$ cat src/rtl/fpu_pkg.sv
// rtl/fpu_pkg.sv - shared FPU types and constants
package fpu_pkg;

  localparam logic [31:0] CANON_NAN = 32'h7FC00000;
  localparam int          WB_TAG_W  = 6;

  typedef logic [31:0] fp32_t;

  typedef struct packed {
    logic [WB_TAG_W-1:0] tag;
    fp32_t               data;
  } wb_pkt_t;

endpackage

$ cat src/rtl/sync_fifo.sv
// rtl/sync_fifo.sv - register-based synchronous FIFO with wrap-bit pointers
module sync_fifo #(
  parameter int WIDTH = 8,
  parameter int DEPTH = 8
) (
  input  logic             clk,
  input  logic             rst_n,
  input  logic             push,
  input  logic [WIDTH-1:0] din,
  input  logic             pop,
  output logic             full,
  output logic             empty,
  output logic [WIDTH-1:0] head
);

  localparam int AW = $clog2(DEPTH);

  logic [AW:0]      r_wr_ptr;
  logic [AW:0]      r_rd_ptr;
  logic [WIDTH-1:0] r_mem [DEPTH];

  // Extra MSB tells full from empty when the index bits match.
  assign empty = (r_wr_ptr == r_rd_ptr);
  assign full  = (r_wr_ptr[AW] != r_rd_ptr[AW]) &&
                 (r_wr_ptr[AW-1:0] == r_rd_ptr[AW-1:0]);
  assign head  = r_mem[r_rd_ptr[AW-1:0]];

  always_ff @(posedge clk or negedge rst_n) begin
    if (!rst_n) begin
      r_wr_ptr <= '0;
      r_rd_ptr <= '0;
      for (int i = 0; i < DEPTH; i++) begin
        r_mem[i] <= '0;
      end
    end else begin
      if (push) begin
        r_mem[r_wr_ptr[AW-1:0]] <= din;
        r_wr_ptr                <= r_wr_ptr + (AW+1)'(1);
      end
      if (pop) begin
        r_rd_ptr <= r_rd_ptr + (AW+1)'(1);
      end
    end
  end

endmodule

$ cat src/rtl/fdiv_result_collector.sv
// rtl/fdiv_result_collector.sv - credit-gated issue, tag pairing and result buffering for fdiv
module fdiv_result_collector
  import fpu_pkg::*;
#(
  parameter int DEPTH = 8,
  parameter int TAG_W = 6
) (
  input  logic                     clk,
  input  logic                     rst_n,
  input  logic                     issue_valid,
  input  logic [TAG_W-1:0]         issue_tag,
  output logic                     issue_ready,
  output logic                     fu_in_valid,
  input  logic                     fu_out_valid,
  input  logic [31:0]              fu_result,
  output logic                     wb_valid,
  output logic [TAG_W-1:0]         wb_tag,
  output logic [31:0]              wb_data,
  input  logic                     wb_ready,
  output logic [$clog2(DEPTH):0]   occupancy,
  output logic                     err_orphan
);

  localparam int OCC_W = $clog2(DEPTH) + 1;

  typedef struct packed {
    logic [TAG_W-1:0] tag;
    fp32_t            data;
  } res_pkt_t;

  logic [OCC_W-1:0] r_occ;
  logic             r_orphan;

  logic             w_issue_fire;
  logic             w_complete;
  logic             w_wb_fire;
  logic             w_tag_full;
  logic             w_tag_empty;
  logic             w_res_full;
  logic             w_res_empty;
  logic [TAG_W-1:0] w_tag_head;
  res_pkt_t         w_res_push;
  res_pkt_t         w_res_head;

  // One credit covers a slot in both FIFOs, so ready depends on the counter alone.
  assign issue_ready  = (r_occ < OCC_W'(DEPTH));
  assign fu_in_valid  = issue_valid & issue_ready;
  assign w_issue_fire = fu_in_valid & ~w_tag_full;
  assign w_complete   = fu_out_valid & ~w_tag_empty & ~w_res_full;
  assign wb_valid     = ~w_res_empty;
  assign w_wb_fire    = wb_valid & wb_ready;

  assign w_res_push.tag  = w_tag_head;
  assign w_res_push.data = fu_result;
  assign wb_tag          = w_res_head.tag;
  assign wb_data         = w_res_head.data;
  assign occupancy       = r_occ;
  assign err_orphan      = r_orphan;

  sync_fifo #(.WIDTH(TAG_W), .DEPTH(DEPTH)) u_tag_fifo (
    .clk   (clk),
    .rst_n (rst_n),
    .push  (w_issue_fire),
    .din   (issue_tag),
    .pop   (w_complete),
    .full  (w_tag_full),
    .empty (w_tag_empty),
    .head  (w_tag_head)
  );

  sync_fifo #(.WIDTH(TAG_W+32), .DEPTH(DEPTH)) u_res_fifo (
    .clk   (clk),
    .rst_n (rst_n),
    .push  (w_complete),
    .din   (w_res_push),
    .pop   (w_wb_fire),
    .full  (w_res_full),
    .empty (w_res_empty),
    .head  (w_res_head)
  );

  always_ff @(posedge clk or negedge rst_n) begin
    if (!rst_n) begin
      r_occ    <= '0;
      r_orphan <= 1'b0;
    end else begin
      case ({w_issue_fire, w_wb_fire})
        2'b10:   r_occ <= r_occ + OCC_W'(1);
        2'b01:   r_occ <= r_occ - OCC_W'(1);
        default: r_occ <= r_occ;
      endcase
      // A completion seen with no pending tag is dropped and latched as an error.
      if (fu_out_valid && w_tag_empty) begin
        r_orphan <= 1'b1;
      end
    end
  end

endmodule

$ cat config.mk
export PLATFORM = sky130hd
export DESIGN_NAME = fdiv_result_collector
export DESIGN_NICKNAME = d
export VERILOG_FILES = /design/src/rtl/fpu_pkg.sv /design/src/rtl/sync_fifo.sv /design/src/rtl/fdiv_result_collector.sv
export SDC_FILE = /design/constraint.sdc
export NUM_CORES = 1
export LEC_CHECK = 0
export CORE_ASPECT_RATIO = 1.1
export CORE_MARGIN = 4
export CORE_UTILIZATION = 35
export CTS_CLUSTER_DIAMETER = 120
export DETAILED_ROUTE_END_ITERATION = 12
export PLACE_DENSITY = 0.61
export REMOVE_ABC_BUFFERS = 1
export SETUP_SLACK_MARGIN = 0.4
export SLEW_MARGIN = 0
export SYNTH_ARGS = -nofsm -noshare
export SYNTH_HDL_FRONTEND = slang
export SYNTH_HIERARCHICAL = 1
export SYNTH_SLANG_ARGS = --single-unit
$ cat constraint.sdc
create_clock -name clk -period 4.2 [get_ports clk]
set_input_delay 1.26 -clock clk [delete_from_list [all_inputs] [get_ports clk]]
set_output_delay 1.26 -clock clk [all_outputs]
set_load 0.01 [all_outputs]
Word level (Yosys, flattened, before mapping)
Index checks and enable logic that the tools add are counted.
{"block": "op_classes", "order_cmp": 7, "div_mod_pow": 0, "shifts": 0, "eq_ne": 8, "n_reduce_logical": 6, "add_sub_neg": 6, "muxes": 13, "multipliers": 0, "n_bitwise": 13}
{"operator": "$bwmux 304", "count": 1}
{"operator": "$bmux 38 s3", "count": 1}
{"operator": "$demux 38 s3", "count": 1}
{"operator": "$mux 38", "count": 3}
{"operator": "$bwmux 48", "count": 1}
{"operator": "$add 4x1->4 const B", "count": 5}
{"operator": "$bmux 6 s3", "count": 1}
{"operator": "$demux 6 s3", "count": 1}
{"operator": "$mux 6", "count": 3}
{"operator": "$ge 4x4->1 const B", "count": 4}
{"operator": "$not 3->4", "count": 4}
{"operator": "$eq 4x4->1", "count": 2}
{"operator": "$lt 4x1->1 const B", "count": 2}
{"operator": "$pmux 4 s2", "count": 1}
{"operator": "$eq 3x3->1", "count": 2}
{"operator": "$and 1x1->1", "count": 5}
{"operator": "$logic_and 1x1->1", "count": 5}
{"operator": "$lt 4x4->1 const B", "count": 1}
{"operator": "$not 1->1", "count": 4}
{"operator": "$sub 4x1->4 const B", "count": 1}
{"operator": "$eq 2x1->1 const B", "count": 1}
{"operator": "$eq 2x2->1 const B", "count": 1}
{"operator": "$ne 1x1->1", "count": 2}
{"operator": "$reduce_bool 2->1", "count": 1}
{"block": "word_totals", "elab_cells": 75, "latchBits": 0, "n_memories": 0, "input_bits": 43, "output_inout_bits": 46, "register_bits": 373, "mem_bits_rw": 0, "romBits": 0}

Logic depth before layout (Yosys ltp)
{"block": "depth", "word_depth": 6, "ltp_mapped": 13, "depth_no_buf": 10}

Hierarchy
Netlist, hierarchy kept.
{"mod": "sync_fifo at u_res_fifo", "cells_per_inst": 816, "seq_area_each_um2": 7807.5, "n_inst": 1, "area_per_inst_um2": 13974.7}
{"mod": "sync_fifo at u_tag_fifo", "cells_per_inst": 160, "seq_area_each_um2": 1401.3, "n_inst": 1, "area_per_inst_um2": 2650.0}
{"mod": "fdiv_result_collector", "cells_per_inst": 29, "seq_area_each_um2": 125.1, "n_inst": 1, "area_per_inst_um2": 312.8}

Worst setup path after synthesis
Ideal clock, no wire load.
{"block": "synth_path", "path_type": "input -> register", "start": "input fu_out_valid", "end": "register u_res_fifo/r_mem[131] (netlist bit)", "stages": 6, "arrival_time_ns": 2.927, "path_slack_ns": 1.148, "t_required_ns": 4.075, "setup_time_ns": 0.125, "path_buffers": 3, "path_cell_list": "nor3b_1 -> buf_2 -> and4bb_2 -> buf_2 -> buf_4 -> mux2_2"}
{"block": "synth_via", "elab_chain_len": 2}
{"item": "start: declaration", "line": "fdiv_result_collector.sv:14", "source": "input logic fu_out_valid,"}
{"item": "$and 1x1->1 (2 in a row)", "line": "fdiv_result_collector.sv:49", "source": "assign w_complete = fu_out_valid & ~w_tag_empty & ~w_res_full;"}
{"item": "end signal: indexed assignment", "line": "sync_fifo.sv:37", "source": "r_mem[r_wr_ptr[AW-1:0]] <= din;"}
{"item": "end: declaration", "line": "sync_fifo.sv:20", "source": "logic [WIDTH-1:0] r_mem [DEPTH];"}
Every way passes these cells.
A chain may end at the register's enable or synchronous reset.

Worst setup path after layout
{"block": "layout_path", "start": "register u_res_fifo.r_rd_ptr[0]", "end": "output wb_data[3]"}
{"block": "layout_via", "elab_chain_len": 4}
{"item": "start: declaration", "line": "sync_fifo.sv:19", "source": "logic [AW:0] r_rd_ptr;"}
{"item": "start signal: assignment", "line": "sync_fifo.sv:41", "source": "r_rd_ptr <= r_rd_ptr + (AW+1)'(1);"}
{"item": "$not 3->4 (implied by the code)", "line": "sync_fifo.sv:26", "source": "assign head = r_mem[r_rd_ptr[AW-1:0]];"}
{"item": "$bmux 38 s3", "line": "sync_fifo.sv:26"}
{"item": "$mux 38 (implied by the code) (2 in a row)", "line": "sync_fifo.sv:26"}
{"item": "end: declaration", "line": "fdiv_result_collector.sv:18", "source": "output logic [31:0] wb_data,"}
Every way passes these cells. The select of a mux whose other input is x is not followed.

==> key figures <==
Global routing
  – Largest net degree at the start of global routing: 97
  – Vias in the first global route: 10100
  – Total GRT Usage: 14.6%
  – Gr ovfl total: 0
  – Initial antenna violation count: 0
  – Global-route wire length before repair: 59700 um

Die
  – Chip Height: 239 um
  – Top Ports: 89
  – Placeable Area: 47800 sq um
  – Initial Util: 35.4%
  – Die Area: 52000 sq um
  – Width of the die: 218 um
  – Row count: 84

Logic synthesis
  – EDFF count, synth: 0
  – Seq/Total Area, Yosys: 55.1%
  – Mapped cell area: 16900 sq um
  – Largest cells by area after synthesis: dfrtp_1 55%, mux2_2 26%, mux4_2 10%
  – Warnings from Yosys: 6
  – Synth top area share: 55.1%
  – FFs w/ async S/R, synth: 100%
  – Flops & latches, synth: 373
  – Area leader, netlist: dfrtp_1
  – Avg Cell Area, Syn: 16.9 sq um
  – Cells after Synth: 1005
  – Yosys cell types: 33
  – Main synth FF type: dfrtp_1

STA
  – Worst slew pin tran: 0.782 ns
  – Endpoints failing setup: 0
  – RSZ-0062 raised after global routing: yes
  – Minimum clock period: 3.82 ns
  – Final max-slew violation count: 0
  – Final worst slack: 0.375 ns
  – Final period utilization: 91.1%
  – Final Hold Viols: 0
  – Slew margin rel.: 47.9%
  – Setup Skew: 0.0197 ns
  – Setup TNS Final: 0 ns
  – Fmax: 261 MHz

CTS
  – TritonCTS Sinks: 373
  – Clk_lat worst skew: 0.55 ns
  – CTS tree: yes
  – Cts-stage hold buffer count: 0
  – Num CTS Buffers: 41
  – Max clock buf depth: 3
  – Htree depth: 2
  – Clock transition at path regs: 0.06 ns
  – Clk root buf: clkbuf_16

Cells and area
  – Commonest cells after routing, fill and taps aside: 395 x mux2_2, 370 x dfrtp_1, 76 x mux4_2
  – Design area: 20400 sq um
  – Commonest non-fill, non-tap cell in the layout: mux2_2
  – Layout cells sized above 1: 54.5%
  – Fill count: 4307
  – Post-Route Utilization: 42.6%
  – Area delta synth->final: 20.3%
  – Final #Nets: 1194

Placement
  – Dpl hpwl: 22300 um
  – Port bufs: 88
  – Dpl cell area: 18700 sq um
  – DP Worst Slack: 0.262 ns
  – Placer's final routability congestion estimate: 0.703

Drt
  – DRT iter0 DRCs: 384
  – Drt first pass iters: 4
  – Drt via density: 5.12
  – Post-route ant nets: 0
  – Final WL: 37500 um
  – Post-route DRC violation count: 0
  – Vias post-DR: 9322
  – Post-DR wirelength/cell: 20.6 um

Min path
  – Hold WC Path Type: reg2reg

Job
  – Max Cap Viol: 0

Critical path
  – Critical path class: reg2out
  – CP Data Required Time: 2.94 ns
  – CP peak stage delay: 0.52 ns
  – Crit path arrival time: 2.56 ns
  – Crit-path leading delay family: buffers and inverters
  – Crit end category: output port
  – Crit-path max FO: 8
  – Crit-path slowest cell: mux4_2
  – WP buf/inv: 3
  – CP startpoint kind: register
  – Cell-by-cell trace of the critical path: buf_12 -> buf_16 -> mux4_2 -> mux2_2 -> clkdlybuf4s50_1

Power and ir drop
  – Peak supply drop: 0.309 mV
  – Lkg Pwr: 8.82 nW
  – PD cells: 859 nW/um^2
  – Pwr Total: 17.5 mW

Status
  – Outcome: finished, final reports clean
==> sequential cells by signal, indices dropped and copies added (netlist names) <==
signal / cells
err_orphan: 1
occupancy: 4
u_res_fifo/r_mem: 304
u_res_fifo/r_rd_ptr: 4
u_res_fifo/r_wr_ptr: 4
u_tag_fifo/r_mem: 48
u_tag_fifo/r_rd_ptr: 4
u_tag_fifo/r_wr_ptr: 4
==> where the power goes <==
| part | internal (mW) | switching, mW |
|---|---|---|
| combinational | 4.74 | 2.97 |
| clock | 2.00 | 1.44 |
| sequential | 5.39 | 0.979 |
==> per-layer routing <==
metal | vias to the layer above | part of all wire (%) | GRT usage (%)
li1 | 4071 | - | -
met5 | - | 0 | 0
met1 | 5092 | 45 | 20.2
met2 | 117 | 50 | 24.1
met3 | 42 | 3.4 | 2.47
met4 | 0 | 1.7 | 3.68
==> cells in the mapped netlist (all sizes together) (2+ instances only) <==
cell type and instances:
a21oi 3, and4bb 3, buf 58, clkbuf 12, dfrtp 373, ha 7
inv 3, mux2 401, mux4 88, nand2 4, nand4 4, nand4b 6
nor2b 2, nor4 2, nor4b 4, nor4bb 3, xnor2 10, xor2 15
==> cells by family after synthesis <==
family	count (synthesis)	synth area share [%]
AO/OA/AOI/OAI	6	0.259
XOR/XNOR	25	1.29
adder cells (fa/ha/maj)	7	0.517
buffers and inverters	73	2.52
flip-flops	373	55.1
multiplexers	489	38.7
AND/OR/NAND/NOR	32	1.59
==> metrics by stage <==
step	hold slack [ns]	cells
2_1_floorplan	0.465	935
3_3_place_gp	0.444	1717
3_5_place_dp	0.447	1717
4_1_cts	0.463	1800
5_1_grt	0.485	1818
6_report	0.458	1819
==> path summary, 6_finish.rpt <==
path / cells after the start / slack (ns) / end / startpoint
max: 5 / 0.38 / wb_data[3] / u_res_fifo/r_rd_ptr[0]
min: 1 / 0.46 / err_orphan / err_orphan
max reg2reg: 10 / 0.94 / u_res_fifo/r_mem[17] / u_res_fifo/r_rd_ptr[0]
min reg2reg: 1 / 0.46 / err_orphan / err_orphan
max in group asynchronous: 2 / 2.34 / u_tag_fifo/r_mem[7] / rst_n
min in group asynchronous: 1 / 0.72 / u_res_fifo/r_mem[274] / rst_n
==> final cells by class <==
cell class                      instances  area (sq um)  area share (%)
Clock buffer                           59          1200            5.91
Sequential cell                       373          9340            45.8
Tap cell                              645           807            3.96
Multi-Input combinational cell        559          7210            35.4
Antenna cell                            1          2.50          0.0123
Timing Repair Buffer                  166          1710            8.41
Inverter                                3          11.3          0.0552
Clock inverter                         13          88.8           0.436
==> what timing repair did <==
action	CTS	global route
buffers inserted	10	16
endpoints found under the setup margin	40	27
gates resized for setup	38	24
gates cloned	1	2
pin swaps	1	0
Note: power is estimated with default switching activity, not from simulation.
